File: src/rtl/mips_multicycle_control_if.sv
// Control bus between the multicycle MIPS controller and its datapath.
//   Op, Zero        : datapath -> controller (opcode from IR[31:26], ALU zero flag)
//   IRWrite..PCSrc  : controller -> datapath enables and mux selects
//   IllegalOp       : one-cycle flag for an unsupported opcode seen in DECODE
//   State           : current controller state, for debug
// The controller uses modport master; the datapath (or a bench) uses slave.
interface mips_multicycle_control_if;
  logic [5:0] Op;
  logic       Zero;
  logic       IRWrite;
  logic       PCWrite;
  logic       Branch;
  logic       PCEn;
  logic       MemWrite;
  logic       IorD;
  logic       RegWrite;
  logic       RegDst;
  logic       MemtoReg;
  logic       ALUSrcA;
  logic [1:0] ALUSrcB;
  logic [1:0] ALUOp;
  logic [1:0] PCSrc;
  logic       IllegalOp;
  logic [3:0] State;

  modport master (
    input  Op, Zero,
    output IRWrite, PCWrite, Branch, PCEn, MemWrite, IorD, RegWrite, RegDst,
           MemtoReg, ALUSrcA, ALUSrcB, ALUOp, PCSrc, IllegalOp, State
  );

  modport slave (
    output Op, Zero,
    input  IRWrite, PCWrite, Branch, PCEn, MemWrite, IorD, RegWrite, RegDst,
           MemtoReg, ALUSrcA, ALUSrcB, ALUOp, PCSrc, IllegalOp, State
  );
endinterface

File: src/rtl/mips_multicycle_control.sv
// Main controller for the multicycle MIPS datapath: a Moore FSM that walks each
// instruction through fetch, decode, execute, memory and writeback.
//   clk   : datapath clock, state advances on rising edge
//   rst_n : asynchronous active-low reset (forces IDLE, all strobes low)
//   ctl   : control bus (master side), see mips_multicycle_control_if
// All outputs decode from the registered state, except PCEn (combinational on
// Zero) and IllegalOp (combinational on Op while in DECODE).
module mips_multicycle_control (
  input  logic                        clk,
  input  logic                        rst_n,
  mips_multicycle_control_if.master   ctl
);

  localparam logic [5:0] OP_RTYPE = 6'b000000;
  localparam logic [5:0] OP_J     = 6'b000010;
  localparam logic [5:0] OP_BEQ   = 6'b000100;
  localparam logic [5:0] OP_ADDI  = 6'b001000;
  localparam logic [5:0] OP_LW    = 6'b100011;
  localparam logic [5:0] OP_SW    = 6'b101011;

  typedef enum logic [3:0] {
    IDLE    = 4'd0,
    FETCH   = 4'd1,
    DECODE  = 4'd2,
    MEMADR  = 4'd3,
    MEMRD   = 4'd4,
    MEMWB   = 4'd5,
    MEMWR   = 4'd6,
    EXECUTE = 4'd7,
    ALUWB   = 4'd8,
    BRANCH  = 4'd9,
    ADDIEX  = 4'd10,
    ADDIWB  = 4'd11,
    JUMP    = 4'd12
  } state_t;

  typedef struct packed {
    logic       ir_write;
    logic       pc_write;
    logic       branch;
    logic       mem_write;
    logic       iord;
    logic       reg_write;
    logic       reg_dst;
    logic       mem_to_reg;
    logic       alu_src_a;
    logic [1:0] alu_src_b;
    logic [1:0] alu_op;
    logic [1:0] pc_src;
    logic       illegal;
  } ctrl_t;

  state_t state, state_nxt;
  ctrl_t  c;
  logic   go_q;

  // go_q holds IDLE for one full cycle after reset release, so the first
  // FETCH never coincides with the edge that follows the deassertion; the
  // datapath always sees one quiet cycle before the first IR load.
  always_ff @(posedge clk or negedge rst_n) begin
    if (!rst_n) begin
      state <= IDLE;
      go_q  <= 1'b0;
    end else begin
      state <= state_nxt;
      go_q  <= 1'b1;
    end
  end

  always_comb begin
    state_nxt = FETCH;
    c         = '0;
    case (state)
      IDLE:    state_nxt = go_q ? FETCH : IDLE;
      FETCH: begin
        c.ir_write  = 1'b1;
        c.pc_write  = 1'b1;
        c.alu_src_b = 2'b01;
        state_nxt   = DECODE;
      end
      DECODE: begin
        c.alu_src_b = 2'b11;
        case (ctl.Op)
          OP_LW, OP_SW: state_nxt = MEMADR;
          OP_RTYPE:     state_nxt = EXECUTE;
          OP_BEQ:       state_nxt = BRANCH;
          OP_ADDI:      state_nxt = ADDIEX;
          OP_J:         state_nxt = JUMP;
          default: begin
            c.illegal = 1'b1;
            state_nxt = FETCH;
          end
        endcase
      end
      MEMADR: begin
        c.alu_src_a = 1'b1;
        c.alu_src_b = 2'b10;
        // Op is re-sampled here; anything other than lw/sw abandons the access.
        if (ctl.Op == OP_LW)      state_nxt = MEMRD;
        else if (ctl.Op == OP_SW) state_nxt = MEMWR;
        else                      state_nxt = FETCH;
      end
      MEMRD: begin
        c.iord    = 1'b1;
        state_nxt = MEMWB;
      end
      MEMWB: begin
        c.mem_to_reg = 1'b1;
        c.reg_write  = 1'b1;
      end
      MEMWR: begin
        c.iord      = 1'b1;
        c.mem_write = 1'b1;
      end
      EXECUTE: begin
        c.alu_src_a = 1'b1;
        c.alu_op    = 2'b10;
        state_nxt   = ALUWB;
      end
      ALUWB: begin
        c.reg_dst   = 1'b1;
        c.reg_write = 1'b1;
      end
      BRANCH: begin
        c.alu_src_a = 1'b1;
        c.alu_op    = 2'b01;
        c.pc_src    = 2'b01;
        c.branch    = 1'b1;
      end
      ADDIEX: begin
        c.alu_src_a = 1'b1;
        c.alu_src_b = 2'b10;
        state_nxt   = ADDIWB;
      end
      ADDIWB:  c.reg_write = 1'b1;
      JUMP: begin
        c.pc_src   = 2'b10;
        c.pc_write = 1'b1;
      end
      default: state_nxt = FETCH;  // unused codes 13-15 recover via FETCH
    endcase
  end

  assign ctl.IRWrite   = c.ir_write;
  assign ctl.PCWrite   = c.pc_write;
  assign ctl.Branch    = c.branch;
  assign ctl.PCEn      = c.pc_write | (c.branch & ctl.Zero);
  assign ctl.MemWrite  = c.mem_write;
  assign ctl.IorD      = c.iord;
  assign ctl.RegWrite  = c.reg_write;
  assign ctl.RegDst    = c.reg_dst;
  assign ctl.MemtoReg  = c.mem_to_reg;
  assign ctl.ALUSrcA   = c.alu_src_a;
  assign ctl.ALUSrcB   = c.alu_src_b;
  assign ctl.ALUOp     = c.alu_op;
  assign ctl.PCSrc     = c.pc_src;
  assign ctl.IllegalOp = c.illegal;
  assign ctl.State     = state;

endmodule

File: src/flat_wrapper.sv
// flat-port wrapper written by rule: the top's interface ports become plain ports
module mips_multicycle_control_flat 
  (clk, rst_n, ctl_Op, ctl_Zero, ctl_IRWrite, ctl_PCWrite, ctl_Branch, ctl_PCEn, ctl_MemWrite, ctl_IorD, ctl_RegWrite, ctl_RegDst, ctl_MemtoReg, ctl_ALUSrcA, ctl_ALUSrcB, ctl_ALUOp, ctl_PCSrc, ctl_IllegalOp, ctl_State);
  mips_multicycle_control_if ctl_i ();
  input  logic clk;
  input  logic rst_n;
  input wire logic [$bits(ctl_i.Op)-1:0] ctl_Op;
  input wire logic [$bits(ctl_i.Zero)-1:0] ctl_Zero;
  output wire logic [$bits(ctl_i.IRWrite)-1:0] ctl_IRWrite;
  output wire logic [$bits(ctl_i.PCWrite)-1:0] ctl_PCWrite;
  output wire logic [$bits(ctl_i.Branch)-1:0] ctl_Branch;
  output wire logic [$bits(ctl_i.PCEn)-1:0] ctl_PCEn;
  output wire logic [$bits(ctl_i.MemWrite)-1:0] ctl_MemWrite;
  output wire logic [$bits(ctl_i.IorD)-1:0] ctl_IorD;
  output wire logic [$bits(ctl_i.RegWrite)-1:0] ctl_RegWrite;
  output wire logic [$bits(ctl_i.RegDst)-1:0] ctl_RegDst;
  output wire logic [$bits(ctl_i.MemtoReg)-1:0] ctl_MemtoReg;
  output wire logic [$bits(ctl_i.ALUSrcA)-1:0] ctl_ALUSrcA;
  output wire logic [$bits(ctl_i.ALUSrcB)-1:0] ctl_ALUSrcB;
  output wire logic [$bits(ctl_i.ALUOp)-1:0] ctl_ALUOp;
  output wire logic [$bits(ctl_i.PCSrc)-1:0] ctl_PCSrc;
  output wire logic [$bits(ctl_i.IllegalOp)-1:0] ctl_IllegalOp;
  output wire logic [$bits(ctl_i.State)-1:0] ctl_State;
  assign ctl_i.Op = ctl_Op;
  assign ctl_i.Zero = ctl_Zero;
  assign ctl_IRWrite = ctl_i.IRWrite;
  assign ctl_PCWrite = ctl_i.PCWrite;
  assign ctl_Branch = ctl_i.Branch;
  assign ctl_PCEn = ctl_i.PCEn;
  assign ctl_MemWrite = ctl_i.MemWrite;
  assign ctl_IorD = ctl_i.IorD;
  assign ctl_RegWrite = ctl_i.RegWrite;
  assign ctl_RegDst = ctl_i.RegDst;
  assign ctl_MemtoReg = ctl_i.MemtoReg;
  assign ctl_ALUSrcA = ctl_i.ALUSrcA;
  assign ctl_ALUSrcB = ctl_i.ALUSrcB;
  assign ctl_ALUOp = ctl_i.ALUOp;
  assign ctl_PCSrc = ctl_i.PCSrc;
  assign ctl_IllegalOp = ctl_i.IllegalOp;
  assign ctl_State = ctl_i.State;
  mips_multicycle_control u_core (.clk(clk), .rst_n(rst_n), .ctl(ctl_i));
endmodule
File: config.mk
export PLATFORM = sky130hd
export DESIGN_NAME = mips_multicycle_control_flat
export DESIGN_NICKNAME = d
export VERILOG_FILES = /design/src/rtl/mips_multicycle_control_if.sv /design/src/rtl/mips_multicycle_control.sv /design/src/flat_wrapper.sv
export SDC_FILE = /design/constraint.sdc
export NUM_CORES = 1
export LEC_CHECK = 0
export CORE_MARGIN = 4
export CORE_UTILIZATION = 33
export CTS_CLUSTER_DIAMETER = 80
export CTS_CLUSTER_SIZE = 24
export DETAILED_ROUTE_END_ITERATION = 8
export PLACE_DENSITY_LB_ADDON = 0.25
export SLEW_MARGIN = 20
export SYNTH_ARGS = -nofsm -noshare
export SYNTH_HDL_FRONTEND = slang
export SYNTH_SLANG_ARGS = --single-unit
File: constraint.sdc
create_clock -name clk -period 1.23 [get_ports clk]
set_input_delay 0.1845 -clock clk [delete_from_list [all_inputs] [get_ports clk]]
set_output_delay 0.1845 -clock clk [all_outputs]
set_load 0.1 [all_outputs]
==> metrics.md, run 1 <==
| Metric | Value |
|---|---|
| Outcome | did not finish |
| Exit stage | clock tree synthesis |
| Run Error | [ERROR DPL-0038] Utilization greater than 100%, impossible to legalize |
| CTS buffer count | 3 |
| Largest area contributor in the netlist | dfrtp_1 |
| Gpl congestion | between 0.8 and 0.9 |
| Bufs on Longest Clock Path | 2 |
| Post-DP HPWL | 1900 um |
| Number of flops mapped to enable cells by yosys | 0 |
| Async SR Flop Fraction | 1.00 |
| CTS root buffer | clkbuf_4 |
| Pre-CTS setup slack | -0.512 ns |
| FF+latch count, synth | 5 |
| Synth Flop Type | dfrtp_1 |
| Boundary pin count | 30 |
| DIE WIDTH | approximately 48 um |
| Placed cell area | 1370 um2 |
| Synth Area per Inst | 7.54 um2 |
| Distinct cells, synth | 34 |
| Input/output buffers | 29 |
| Number of cell rows | 14 |
| Syn. warnings | 0 |
| Die height | approximately 48 um |
| Syn Nets | ~80 |
| Post_cts resized | 38 |
| CTS Sinks | 5 |
| Register area share after synthesis | 0.237 |
| Yosys top cell area share | 0.237 |
| Post-CTS Setup Inserts | 8 |
| Cells after Synth | 70 |
| H-Tree Depth | 1 |
| Synth Cell Area | around 530 um2 |
| Synth area leaders | dfrtp_1 24%, nor2_1 9.2%, buf_4 4.3% |
| Initial cell density of the core | 0.350 |
| Hold-fix buffers, CTS | 0 |
[stage by stage]
| stage | util | std cells | setup TNS [ns] |
|---|---|---|---|
| 2_1_floorplan | - | 70 | -17.61 |
| 3_3_place_gp | 0.910 | 142 | -4.48 |
| 3_5_place_dp | 0.910 | 142 | -5.29 |
[cells by family after synthesis]
kind of cell,count (synthesis),synth area share
other,1,0.00710
adder cells (fa/ha/maj),1,0.0213
flip-flops,5,0.237
AND/OR/NAND/NOR,33,0.355
AO/OA/AOI/OAI,20,0.273
XOR/XNOR,1,0.0166
buffers and inverters,9,0.0900
[cell usage after synthesis (2+ instances only)]
| master | count |
|---|---|
| a21oi_1 | 4 |
| buf_2 | 2 |
| buf_4 | 3 |
| dfrtp_1 | 5 |
| inv_1 | 4 |
| nand2_1 | 3 |
| nand2b_1 | 3 |
| nor2_1 | 13 |
| nor3_1 | 3 |
| o21ai_0 | 4 |
| o22ai_1 | 2 |
| or2_1 | 2 |
==> run 2, diff against run 1 <==
Settings changed: CORE_AREA set to 4 4 65 67, CORE_MARGIN 4 to not set, CORE_UTILIZATION 33 to not set, CTS_CLUSTER_DIAMETER 80 to not set, CTS_CLUSTER_SIZE 24 to not set, DIE_AREA set to 0 0 69 71, PLACE_DENSITY_LB_ADDON 0.25 to 0.15.
Clock period 1.23 ns to 1.6 ns, I/O delays scaled along.
==> run 2 against run 1 <==
The flow now finishes, with violations (setup timing); synthesized area unchanged; synthesized cell count unchanged.
==> metrics.md, run 2 <==
| Metric | Value |
|---|---|
| Critical Path Source | u_core.ctl.State[2] |
| Fin crit period | ~1.8 ns |
| Largest area contributor in the netlist | dfrtp_1 |
| Drt first pass iters | 4 |
| Layout Utilization | 0.455 |
| Gpl congestion | 0.729 |
| Hold-fix buffers, CTS | 0 |
| Synth Flop Type | dfrtp_1 |
| Register area share after synthesis | 0.237 |
| MaxCap Viol Count | 0 |
| Worst setup path end | ctl_RegWrite |
| Register area | 140 um2 |
| Peak supply drop | 0.682 mV |
| GRT Total Usage | 0.0928 |
| FF+latch count, synth | 5 |
| Die area | 4900 um2 |
| Async SR Flop Fraction | 1.00 |
| Initial cell density of the core | 0.145 |
| Setup Crit Path Kind | reg2out |
| H-Tree Depth | 1 |
| Pre-CTS setup slack | -0.225 ns |
| Most common cell after layout, fill and taps aside | buf_12 |
| R2R depth | 5 |
| Boundary pin count | 30 |
| # nets final | between 100 and 150 |
| Cells after Synth | 70 |
| Syn-to-layout area delta | 213% |
| CP max FO | 6 |
| Core Area | approximately 3600 um2 |
| Fin crit share | 1.13 |
| CTS clk-pin slew, worst paths | about 0.040 ns |
| CTS root buffer | clkbuf_8 |
| Antenna violations before repair | 0 |
| DRC Markers | 0 |
| Global-route wire length before repair | 3750 um |
| # fillers | between 300 and 400 |
| Clock skew | roughly 0.0025 ns |
| R2r setup slk | ~0.12 ns |
| Worst-Skew Late Latency | 0.22 ns |
| Layout Cells excl Fill | 182 |
| Critical Path Sink Type | output port |
| WL per Instance | 12.3 um |
| Number of cell rows | 22 |
| Final setup vio count | 15 |
| Max Clock Freq | between 0.5 and 0.6 GHz |
| Pwr per Cell Area | around 1800 nW/um2 |
| Input/output buffers | 29 |
| Post-DP HPWL | 1790 um |
| Critical path required time | between 1 and 1.5 ns |
| Die height | ~71 um |
| Switching power | about 1.6 mW |
| Synth area leaders | dfrtp_1 24%, nor2_1 9.2%, buf_4 4.3% |
| Share of layout cells above drive strength 1 | 0.716 |
| Synth Cell Area | roughly 530 um2 |
| Clock power frac | 0.079 |
| WP data arrival | between 1.5 and 2 ns |
| Placed insts | ~170 |
| Reg2reg end | u_core.ctl.State[2] |
| Syn. warnings | 0 |
| Multi-input gate area | around 550 um2 |
| Total congestion overflow | 0 |
| DIE WIDTH | approximately 69 um |
| Bufs on Longest Clock Path | 2 |
| Internal Power | roughly 1.4 mW |
| Sequential share of power | 0.074 |
| WL final | roughly 2200 um |
| CTS tree | built |
| Commonest non-fill, non-tap cells in the layout | 22 x buf_12, 21 x buf_4, 12 x buf_6 |
| Commonest cells in the netlist | 13 x nor2_1, 5 x dfrtp_1, 4 x a21oi_1, 4 x inv_1, 4 x o21ai_0 |
| Syn Nets | between 70 and 80 |
| FF-to-FF Start | u_core.ctl.State[0] |
| Fin. max-slew vios | 0 |
| Gate power share | 0.847 |
| Synth Area per Inst | roughly 7.5 um2 |
| Startpoint types | flip-flop |
| Min-delay worst type | in2async |
| Yosys top cell area share | 0.237 |
| Initial DRC count | 11 |
| Largest register FFs | 4 |
| CTS Sinks | 5 |
| Leak Pwr | roughly 0.64 nW |
| N_diodes | 0 |
| Vias per inst | approximately 4.1 |
| Number of flops mapped to enable cells by yosys | 0 |
| Outcome | finished with violations |
| Final hold slack | between 0.2 and 0.3 ns |
| Largest net degree at the start of global routing | 9 |
| Setup ws final | -0.214 ns |
| Failing checks | setup timing |
| CTS buffer count | 3 |
| Sw Ratio | 0.532 |
| Vias in the first global route | between 800 and 900 |
| Final ANT Viol Nets | 0 |
| DR vias | ~750 |
| Hold Fails Final Rpt | 0 |
| Distinct cells, synth | 34 |
| Most common cell in the synthesized netlist | nor2_1 |
| RSZ-0062 raised after global routing | true |
run 2: logic make-up after synthesis:
family,synth area share
buf+inv,0.0900
simple gates,0.355
flops,0.237
other cells,0.00710
fa+ha+maj,0.0213
compound gates,0.273
xor+xnor,0.0166
run 2: how the worst min path moves through the flow:
| stage | end | slack [ns] | cells after the start |
|---|---|---|---|
| 3_3_place_gp | u_core.go_q | 0.48 | 1 |
| 5_1_grt | u_core.ctl.State[1] | 0.27 | 1 |
| 6_report | u_core.ctl.State[1] | 0.25 | 1 |
| 3_5_place_dp | u_core.go_q | 0.49 | 1 |
| 2_1_floorplan | u_core.go_q | -0.06 | 0 |
| 4_1_cts | u_core.ctl.State[3] | 0.26 | 1 |
run 2: per-stage QoR:
stage               cell area [um2]  power (mW)  setup TNS, ns
finish                         1650        2.95          -1.42
global route                   1650        3.08          -2.23
CTS                            1560        2.90          -1.38
detailed placement             1360        2.40         -0.750
global placement               1360        2.39         -0.570
floorplan                       648        1.57         -11.36
run 2: layout make-up:
cell class	count	area share
timing repair buffer	65	0.508
multi-input combinational	56	0.333
sequential	5	0.0848
tap	48	0.0363
clock buffer	4	0.0273
inverter	4	0.0106
run 2: power groups by stage:
| stage | Combinational, mW | Clock, mW | Sequential [mW] |
|---|---|---|---|
| finish | 2.50 | 0.233 | 0.218 |
| global route | 2.60 | 0.249 | 0.223 |
| global placement | 2.18 | 0 | 0.212 |
| floorplan | 1.18 | 0 | 0.387 |
| CTS | 2.45 | 0.238 | 0.216 |
| detailed placement | 2.19 | 0 | 0.213 |
run 2: per-layer routing:
| layer | wire, um | GRT usage | vias to the layer above |
|---|---|---|---|
| met3 | 100 | 0.00852 | 2 |
| met1 | 825 | 0.0954 | 345 |
| met4 | 28 | 0.0521 | 0 |
| met2 | 1280 | 0.182 | 28 |
| met5 | 0 | 0 | - |
| li1 | - | - | 376 |
run 2: critical path, cell delays in order, from the launching register on:
cell and delay [ns]:
dfrtp_4 0.51, nand2b_4 0.17, nor2_2 0.16, o21ba_4 0.19, o22ai_4 0.12, buf_12 0.19
run 2: what timing repair did:
item / CTS / global route
gates resized for setup: 26 / 17
setup endpoints to repair: 17 / 18
pin swaps: 10 / 5
setup buffers: 9 / 6
(Power assumes the default switching activity.)
==> run 3, diff against run 2 <==
Settings changed: CORE_AREA 4 4 65 67 to 3 3 64 66, DIE_AREA 0 0 69 71 to 0 0 67 69, REMOVE_ABC_BUFFERS set to 1.
==> run 3 against run 2 <==
The flow still finishes with violations (setup timing); total power is 4.8% lower; register-to-register slack better by 0.06 ns; via count increased by 5.6%; die area is 5.6% lower; count of clock-buffer cells in the layout stayed put; non-clock buffer count increased by 2; clock skew hardly changed; cell count is 1.1% higher; core utilization decreased by 3.3 points; critical path type unchanged.
==> metrics.md, run 3 (synthesized netlist as in run 2, its figures left out) <==
| Metric | Value |
|---|---|
| Largest net degree at the start of global routing | 9 |
| Max Clock Freq | roughly 0.59 GHz |
| Vias per inst | around 4.3 |
| Hold Fails Final Rpt | 0 |
| R2r setup slk | ~0.18 ns |
| N_diodes | 0 |
| Antenna violations before repair | 0 |
| # nets final | approximately 150 |
| Number of cell rows | 22 |
| Gpl congestion | 0.831 |
| Startpoint types | flip-flop |
| Critical Path Source | u_core.ctl.State[3] |
| GRT Total Usage | 0.0884 |
| Die area | approximately 4600 um2 |
| Initial cell density of the core | 0.145 |
| Final setup vio count | 9 |
| Boundary pin count | 30 |
| Reg2reg end | u_core.ctl.State[3] |
| H-Tree Depth | 1 |
| Final ANT Viol Nets | 0 |
| Fin. max-slew vios | 0 |
| Layout Utilization | 0.421 |
| DRC Markers | 0 |
| Post-DP HPWL | between 1500 and 2000 um |
| CP max FO | 8 |
| WL final | roughly 2100 um |
| Placed cell area | 1260 um2 |
| CTS Sinks | 5 |
| Pre-CTS setup slack | -0.273 ns |
| DIE WIDTH | 67 um |
| Worst-Skew Late Latency | approximately 0.22 ns |
| Initial DRC count | 12 |
| Failing checks | setup timing |
| Pwr per Cell Area | 1840 nW/um2 |
| Bufs on Longest Clock Path | 2 |
| CTS buffer count | 3 |
| Min-delay worst type | in2async |
| Fin area | 1530 um2 |
| Global-route wire length before repair | ~3200 um |
| Vias in the first global route | around 770 |
| WL per Instance | about 11 um |
| Most common cell after layout, fill and taps aside | buf_4 |
| Fin crit share | 1.06 |
| Peak supply drop | roughly 0.55 mV |
| Syn-to-layout area delta | 190% |
| Share of layout cells above drive strength 1 | 0.610 |
| DR vias | 793 |
| Hold-fix buffers, CTS | 0 |
| WP data arrival | roughly 1.5 ns |
| FF-to-FF Start | u_core.ctl.State[0] |
| Outcome | finished with violations |
| Drt first pass iters | 4 |
| Leak Pwr | between 0.6 and 0.7 nW |
| Critical path required time | between 1 and 1.5 ns |
| Die height | about 69 um |
| Final hold slack | 0.236 ns |
| MaxCap Viol Count | 0 |
| Input/output buffers | 29 |
| Critical Path Sink Type | output port |
| R2R depth | 6 |
| Largest register FFs | 4 |
| Commonest non-fill, non-tap cells in the layout | 29 x buf_4, 21 x buf_12, 8 x nor2_1, 8 x buf_6, 5 x dlygate4sd2_1 |
| CTS clk-pin slew, worst paths | roughly 0.040 ns |
| Setup ws final | -0.0991 ns |
| Clock skew | 0.00298 ns |
| CTS tree | built |
| RSZ-0062 raised after global routing | true |
| Total congestion overflow | 0 |
| Setup Crit Path Kind | reg2out |
| CTS root buffer | clkbuf_8 |
| Fin crit period | about 1.7 ns |
| Setup TNS | -0.446 ns |
| Core Area | about 3600 um2 |
## run 3: changes by cell type in the layout (fill, tap and decap cells not counted), moves of 2 or more
cell,previous run,this run
buf_4,21,29
buf_6,12,8
buf_8,2,0
clkdlybuf4s50_1,5,3
dfrtp_1,1,4
dfrtp_4,4,0
dlygate4sd2_1,3,5
inv_1,2,4
nand2_2,2,0
nor2_1,6,8
nor2_4,6,3
## run 3: area by class of cell
class	instances	area, um2
Clock buffer	4	45.0
Sequential cell	5	126
Fill cell	370	2100
Tap cell	48	60.1
Inverter	4	15.0
Timing Repair Buffer	67	827
Multi-Input combinational cell	56	458
## run 3: how the worst max path moves through the flow
stage | cells past startpoint | slack, ns | endpoint
after CTS | 6 | -0.11 | ctl_PCEn
after global routing | 6 | -0.15 | ctl_PCEn
after floorplan | 4 | -3.56 | ctl_PCEn
final | 6 | -0.1 | ctl_PCEn
after detailed placement | 6 | -0.27 | ctl_IllegalOp
after global placement | 4 | -0.24 | u_core.ctl.State[2]
## run 3: through the flow
| step | total power [mW] | instances |
|---|---|---|
| floorplan | 1.36 | 65 |
| global placement | 2.25 | 168 |
| detailed placement | 2.25 | 168 |
| CTS | 2.70 | 181 |
| global route | 2.92 | 184 |
| finish | 2.81 | 184 |
## run 3: critical path: stages, from the launching register on
cell and delay, ns:
dfrtp_1 0.41, buf_12 0.16, nand2_4 0.06, nor3_4 0.04, or2_1 0.22, a21o_1 0.19
buf_12 0.17
## run 3: per-layer routing
| metal | vias to the layer above | part of all wire | global-route usage |
|---|---|---|---|
| li1 | 379 | - | - |
| met1 | 381 | 0.37 | 0.0918 |
| met2 | 31 | 0.55 | 0.168 |
| met3 | 2 | 0.067 | 0.0147 |
| met4 | 0 | 0.0077 | 0.0338 |
| met5 | - | 0 | 0 |
## run 3: repair_timing
item | CTS | global route
buffers inserted | 10 | 4
setup endpoints to repair | 16 | 17
resized for setup | 28 | 13
pin swaps | 8 | 4
## run 3: power by group
part           leakage (nW)  internal (mW)  total (mW)  switching (mW)
Clock                0.0228          0.171       0.230          0.0591
Sequential           0.0631          0.158       0.206          0.0480
Combinational         0.572           1.00        2.38            1.37
Total                 0.658           1.33        2.81            1.48
==> run 4, diff against run 3 <==
Settings changed: GPL_ROUTABILITY_DRIVEN set to 1.
==> results of run 4 <==
Final layout, timing and power as in run 3 (identical DEF).
